$ cat src/rtl/ads_serial_reader_if.sv
// ads_serial_reader_if: pins of the dual-channel SAR ADC serial port
interface ads_serial_reader_if;
  logic ADS_CONVST, ADS_BUSY, ADS_CS_N, ADS_RD, ADS_CLK, ADS_SDOA, ADS_SDOB;
  modport master(output ADS_CONVST, ADS_CS_N, ADS_RD, ADS_CLK, input ADS_BUSY, ADS_SDOA, ADS_SDOB);
  modport slave(input ADS_CONVST, ADS_CS_N, ADS_RD, ADS_CLK, output ADS_BUSY, ADS_SDOA, ADS_SDOB);
endinterface

$ cat src/rtl/ads_serial_reader.sv
// ads_serial_reader: runs one ADC conversion per start and reads an 18-bit frame from each SDO line
module ads_serial_reader #(
  parameter int CONV_CYC = 2,
  parameter int BUSY_MIN = 4,
  parameter int HALF_PER = 4,
  parameter int TIMEOUT  = 1024
) (
  input  logic                sys_clk,
  input  logic                sys_rst,
  input  logic                start,
  ads_serial_reader_if.master bus,
  output logic [15:0]         data_a,
  output logic [15:0]         data_b,
  output logic [1:0]          chan_a,
  output logic [1:0]          chan_b,
  output logic                data_valid,
  output logic                rdy,
  output logic                timeout_err
);
  localparam int CW = $clog2(TIMEOUT + 1);
  localparam logic [CW-1:0] CONV_END = CW'(CONV_CYC - 1);
  localparam logic [CW-1:0] BUSY_GO  = CW'(BUSY_MIN - 1);
  localparam logic [CW-1:0] TO_END   = CW'(TIMEOUT - 1);
  localparam logic [CW-1:0] HALF_END = CW'(HALF_PER - 1);
  typedef enum logic [2:0] {IDLE, CONV, WAIT, RD, LEAD, SHIFT, DONE} state_t;
  state_t state, state_d;
  logic [CW-1:0] cnt, cnt_d;
  logic [4:0] bits, bits_d;
  logic [17:0] sh_a, sh_b;
  logic convst, cs_n, rd, sclk;
  logic convst_d, cs_n_d, rd_d, sclk_d, load, to_d;
  logic half_end, fall;
  assign bus.ADS_CONVST = convst;
  assign bus.ADS_CS_N   = cs_n;
  assign bus.ADS_RD     = rd;
  assign bus.ADS_CLK    = sclk;
  assign half_end = state == SHIFT && cnt == HALF_END;
  assign fall     = half_end && sclk;
  always_comb begin
    state_d = state;
    case (state)
      IDLE:    state_d = start ? CONV : IDLE;
      CONV:    state_d = cnt == CONV_END ? WAIT : CONV;
      WAIT:    state_d = cnt >= BUSY_GO && !bus.ADS_BUSY ? RD : cnt == TO_END ? IDLE : WAIT;
      RD:      state_d = LEAD;
      LEAD:    state_d = cnt == HALF_END ? SHIFT : LEAD;
      SHIFT:   state_d = half_end && !sclk && bits == 5'd18 ? DONE : SHIFT;
      DONE:    state_d = IDLE;
      default: state_d = IDLE;
    endcase
    // one counter serves every timed state; in SHIFT it restarts each half-period
    cnt_d  = state_d != state || half_end || state == IDLE ? '0 : cnt + 1'b1;
    bits_d = state != SHIFT ? '0 : fall && bits != 5'd18 ? bits + 5'd1 : bits;
  end
  always_comb begin
    convst_d = state_d == CONV;
    cs_n_d   = !(state_d inside {RD, LEAD, SHIFT});
    rd_d     = state_d == RD;
    sclk_d   = state_d == SHIFT && (state != SHIFT || (half_end ^ sclk));
    load     = state_d == DONE;
    to_d     = state == WAIT && state_d == IDLE ? 1'b1 : state == IDLE && start ? 1'b0 : timeout_err;
  end
  always_ff @(posedge sys_clk or posedge sys_rst) begin
    if (sys_rst) begin
      state       <= IDLE;
      cnt         <= '0;
      bits        <= '0;
      sh_a        <= '0;
      sh_b        <= '0;
      convst      <= 1'b0;
      cs_n        <= 1'b1;
      rd          <= 1'b0;
      sclk        <= 1'b0;
      data_valid  <= 1'b0;
      rdy         <= 1'b1;
      timeout_err <= 1'b0;
      {chan_a, data_a} <= '0;
      {chan_b, data_b} <= '0;
    end else begin
      state       <= state_d;
      cnt         <= cnt_d;
      bits        <= bits_d;
      convst      <= convst_d;
      cs_n        <= cs_n_d;
      rd          <= rd_d;
      sclk        <= sclk_d;
      data_valid  <= load;
      rdy         <= state_d == IDLE;
      timeout_err <= to_d;
      if (fall) begin
        sh_a <= {sh_a[16:0], bus.ADS_SDOA};
        sh_b <= {sh_b[16:0], bus.ADS_SDOB};
      end
      if (load) begin
        {chan_a, data_a} <= sh_a;
        {chan_b, data_b} <= sh_b;
      end
    end
  end
endmodule
$ cat src/flat_wrapper.sv
// flat-port wrapper written by rule: the top's interface ports become plain ports
module ads_serial_reader_flat 
#(
  parameter int CONV_CYC = 2,
  parameter int BUSY_MIN = 4,
  parameter int HALF_PER = 4,
  parameter int TIMEOUT  = 1024
)
  (sys_clk, sys_rst, start, data_a, data_b, chan_a, chan_b, data_valid, rdy, timeout_err, bus_ADS_CONVST, bus_ADS_CS_N, bus_ADS_RD, bus_ADS_CLK, bus_ADS_BUSY, bus_ADS_SDOA, bus_ADS_SDOB);
  ads_serial_reader_if bus_i ();
  input  logic sys_clk;
  input  logic sys_rst;
  input  logic start;
  output logic [15:0] data_a;
  output logic [15:0] data_b;
  output logic [1:0] chan_a;
  output logic [1:0] chan_b;
  output logic data_valid;
  output logic rdy;
  output logic timeout_err;
  output wire logic [$bits(bus_i.ADS_CONVST)-1:0] bus_ADS_CONVST;
  output wire logic [$bits(bus_i.ADS_CS_N)-1:0] bus_ADS_CS_N;
  output wire logic [$bits(bus_i.ADS_RD)-1:0] bus_ADS_RD;
  output wire logic [$bits(bus_i.ADS_CLK)-1:0] bus_ADS_CLK;
  input wire logic [$bits(bus_i.ADS_BUSY)-1:0] bus_ADS_BUSY;
  input wire logic [$bits(bus_i.ADS_SDOA)-1:0] bus_ADS_SDOA;
  input wire logic [$bits(bus_i.ADS_SDOB)-1:0] bus_ADS_SDOB;
  assign bus_ADS_CONVST = bus_i.ADS_CONVST;
  assign bus_ADS_CS_N = bus_i.ADS_CS_N;
  assign bus_ADS_RD = bus_i.ADS_RD;
  assign bus_ADS_CLK = bus_i.ADS_CLK;
  assign bus_i.ADS_BUSY = bus_ADS_BUSY;
  assign bus_i.ADS_SDOA = bus_ADS_SDOA;
  assign bus_i.ADS_SDOB = bus_ADS_SDOB;
  ads_serial_reader #(.CONV_CYC(CONV_CYC), .BUSY_MIN(BUSY_MIN), .HALF_PER(HALF_PER), .TIMEOUT(TIMEOUT)) u_core (.sys_clk(sys_clk), .sys_rst(sys_rst), .start(start), .bus(bus_i), .data_a(data_a), .data_b(data_b), .chan_a(chan_a), .chan_b(chan_b), .data_valid(data_valid), .rdy(rdy), .timeout_err(timeout_err));
endmodule
$ cat config.mk
export PLATFORM = sky130hd
export DESIGN_NAME = ads_serial_reader_flat
export DESIGN_NICKNAME = d
export VERILOG_FILES = /design/src/rtl/ads_serial_reader_if.sv /design/src/rtl/ads_serial_reader.sv /design/src/flat_wrapper.sv
export SDC_FILE = /design/constraint.sdc
export NUM_CORES = 1
export LEC_CHECK = 0
export ABC_CLOCK_PERIOD_IN_PS = 2800
export CAP_MARGIN = 30
export CORE_MARGIN = 3
export CORE_UTILIZATION = 50
export DETAILED_ROUTE_END_ITERATION = 12
export PLACE_DENSITY_LB_ADDON = 0.15
export RECOVER_POWER = 25
export SYNTH_ARGS = -nofsm -noshare
export SYNTH_HDL_FRONTEND = slang
export SYNTH_SLANG_ARGS = --single-unit
$ cat constraint.sdc
create_clock -name sys_clk -period 2.8 [get_ports sys_clk]
set_clock_uncertainty 0.15 [all_clocks]
set_input_delay 0.42 -clock sys_clk [delete_from_list [all_inputs] [get_ports sys_clk]]
set_output_delay 0.42 -clock sys_clk [all_outputs]
set_load 0.02 [all_outputs]
==> metrics.txt <==
count of final hold-check violations=0; Die ar.=9210 sq um; CP Launch Type=flip-flop; total global routing overflow=0; DRT iter0 DRCs=106; Final Util=0.627; Detailed Routing Iterations Pass 1=4; Std-Cell Rows=32; worst-path maximum fanout=39; first-pass GRT wire length=12300 microns; area of the core=7810 sq um; Final TNS setup=0 ns; crit path from=u_core.cnt[6]; Reg-to-Reg Start=u_core.cnt[6]; status=complete, no violations; worst skew pair latency=0.36 ns; GRT Util Overall=0.174; commonest non-fill, non-tap cell in the layout=nand2_1; type of the worst setup path=flip-flop to flip-flop; leakage=~2.4 nW; vias post-DR=roughly 2700; Crit. End Element=flip-flop; Req. time, crit path=2.89 ns; Syn Nets=372; layout cells sized above 1=0.173; minimum clock period=between 2 and 3 ns; synthesized cell area=4050 sq um; synth-to-layout area growth=21.0%; Top Ports=between 40 and 50; width of the die=96.0 microns; worst setup path endpoint=u_core.sh_b[14]; Critical R2R Capture=u_core.sh_b[14]; vias in the first global route=about 2600; Peak VDD IR=just under 300 uV; worst r2r path cells=6; Total Wirelength=around 7300 microns; WP data arrival=2.74 ns; worst path cell trace=or4_4, nor3_1, and3_1, ha_2, buf_12, mux2_2; Post-CTS Setup Bufs=0; # DRC=0; Post-synth ARST share=1.00; top cell type's share of synthesized area=0.594; post-synthesis cell type with the largest combined area=dfrtp_1; worst slack at placement=0.191 ns; f_max=378 MHz; prevailing post-synth register cell=dfrtp_1; drt wl/cell=14.1 microns; Net count, final=423; CTS root buffer=clkbuf_8; yosys warns=0; PortBufs=48; ANT cells=0; Final Max Slew Viols=0; Max-cap violations=0; #FFs+latches synth=98; CTS H-tree depth=3; Sw Share=0.276; setup slack, reg-to-reg=0.15 ns; Post-DRT Antenna Nets=0; clock sink total=between 90 and 100; Mapped Avg Cell Area=11.2 sq um; Max-slew headroom=0.293; initial cell density of the core=0.518; Final Cycle Share=0.945; Synth area leaders=dfrtp_1, nand2_1, mux2_2, ha_1, xor2_1; Hold Crit Class=flip-flop to flip-flop; clk slew on worst S/H paths=0.10 ns; Yosys cell types=44; CP peak stage delay=0.59 ns; gp weighted congestion=0.880; vias per cell=roughly 5.2; DP HPWL=4870 microns; CTS Buffer Depth=2; Clock power frac=0.339; largest net degree at the start of global routing=82; logic gate share of total power=0.148; Internal=about 2.2 mW; HP Start=u_core.sh_b[17]; sequential area share after synthesis=0.606; sequential share of power=0.513; sw power=between 800 and 900 uW; worst-margin pin slew=1.06 ns; final setup fails=0; power density cells=616 nW/um^2; Slowest cell on crit path=or4_4; most frequent cells in the layout=nand2_1, dfrtp_1, clkdlybuf4s50_1, mux2_2, nor2_1; Mapped Cells=360; Num CTS Buffers=9; CTS tree=yes; initial antenna violation count=0; number of flops mapped to enable cells by yosys=0; chip height=96.0 microns; fin worst setup slack=0.153 ns; RSZ-0062 raised after global routing=false
[flip-flops by register name, indices dropped and copies added, names as in the netlist]
register	cells
u_core.bits	5
u_core.bus.ADS_CLK	1
u_core.bus.ADS_CONVST	1
u_core.bus.ADS_CS_N	1
u_core.bus.ADS_RD	1
u_core.chan_a	2
u_core.chan_b	2
u_core.cnt	11
u_core.data_a	16
u_core.data_b	16
u_core.data_valid	1
u_core.rdy	1
u_core.sh_a	18
u_core.sh_b	18
u_core.state	3
u_core.timeout_err	1
[critical path: cells and delay by family (launching register included)]
family | cells | cell delay, ns
buffers and inverters | 1 | 0.22
muxes | 1 | 0.37
adders and majority gates | 1 | 0.22
DFF | 1 | 0.43
and+or+nand+nor | 3 | 1.12
[metal layers]
layer  track usage  wire length (microns)  vias to the layer above
li1              -                      -                     1308
met2         0.276                   3550                       41
met4        0.0616                     33                        0
met1         0.235                   3470                     1340
met3        0.0422                    249                        2
met5             0                      0                        -
[worst min path at each step]
stage | end | depth (start not counted)
after floorplan | u_core.chan_a[1] | 2
after detailed placement | u_core.chan_b[1] | 2
after global routing | u_core.data_b[11] | 2
final | u_core.chan_b[1] | 2
after global placement | u_core.chan_b[1] | 2
after CTS | u_core.cnt[2] | 2
[synthesized netlist by cell type, drive strengths merged (2+ instances only)]
cell    count
o31ai       2
nor3        8
ha          6
buf        10
nand3       5
xor2        8
nand4       5
xnor2       4
a211oi      3
o21ai       4
nand2b      3
inv         8
mux2       36
dfstp       2
a21oi       3
nand2     114
or4         4
and3        3
dfrtp      96
clkbuf      5
nor2       10
nor4        5
[per-stage QoR]
stage                     std cells  power [mW]  instance area, sq um  hold WS, ns
after floorplan                 360        1.88                  4050        0.285
after global placement          502        2.01                  4680        0.302
after detailed placement        502        2.02                  4680        0.306
after CTS                       518        3.06                  4910        0.248
after global routing            518        3.18                  4900        0.350
final                           518        3.01                  4900        0.328
[area by class of cell]
type                       count  area, sq um
tap                          102          128
clock inverter                 7          106
inverter                       8         31.3
sequential                    98         2450
clock buffer                   9          124
timing repair buffer          55          558
fill                         656         2910
multi-input combinational    239         1490
[power by group through the flow]
stage / Combinational, mW / Sequential [mW] / Clock, mW
after floorplan: 0.314 / 1.57 / 0
after global placement: 0.439 / 1.57 / 0
after detailed placement: 0.447 / 1.57 / 0
after CTS: 0.450 / 1.54 / 1.06
after global routing: 0.494 / 1.56 / 1.13
final: 0.445 / 1.55 / 1.02
[cells by family after synthesis]
group,share of synthesized area
AND/OR/NAND/NOR,0.193
flip-flops,0.606
multiplexers,0.100
buffers and inverters,0.0250
AO/OA/AOI/OAI,0.0309
XOR/XNOR,0.0260
adder cells (fa/ha/maj),0.0185
[timing repair]
item                                    4_1_cts  5_1_grt
endpoints found under the setup margin        0       33
gates resized for setup                       0        1
hold buffers                                  0        0
Power figures use the tool's default switching activity.
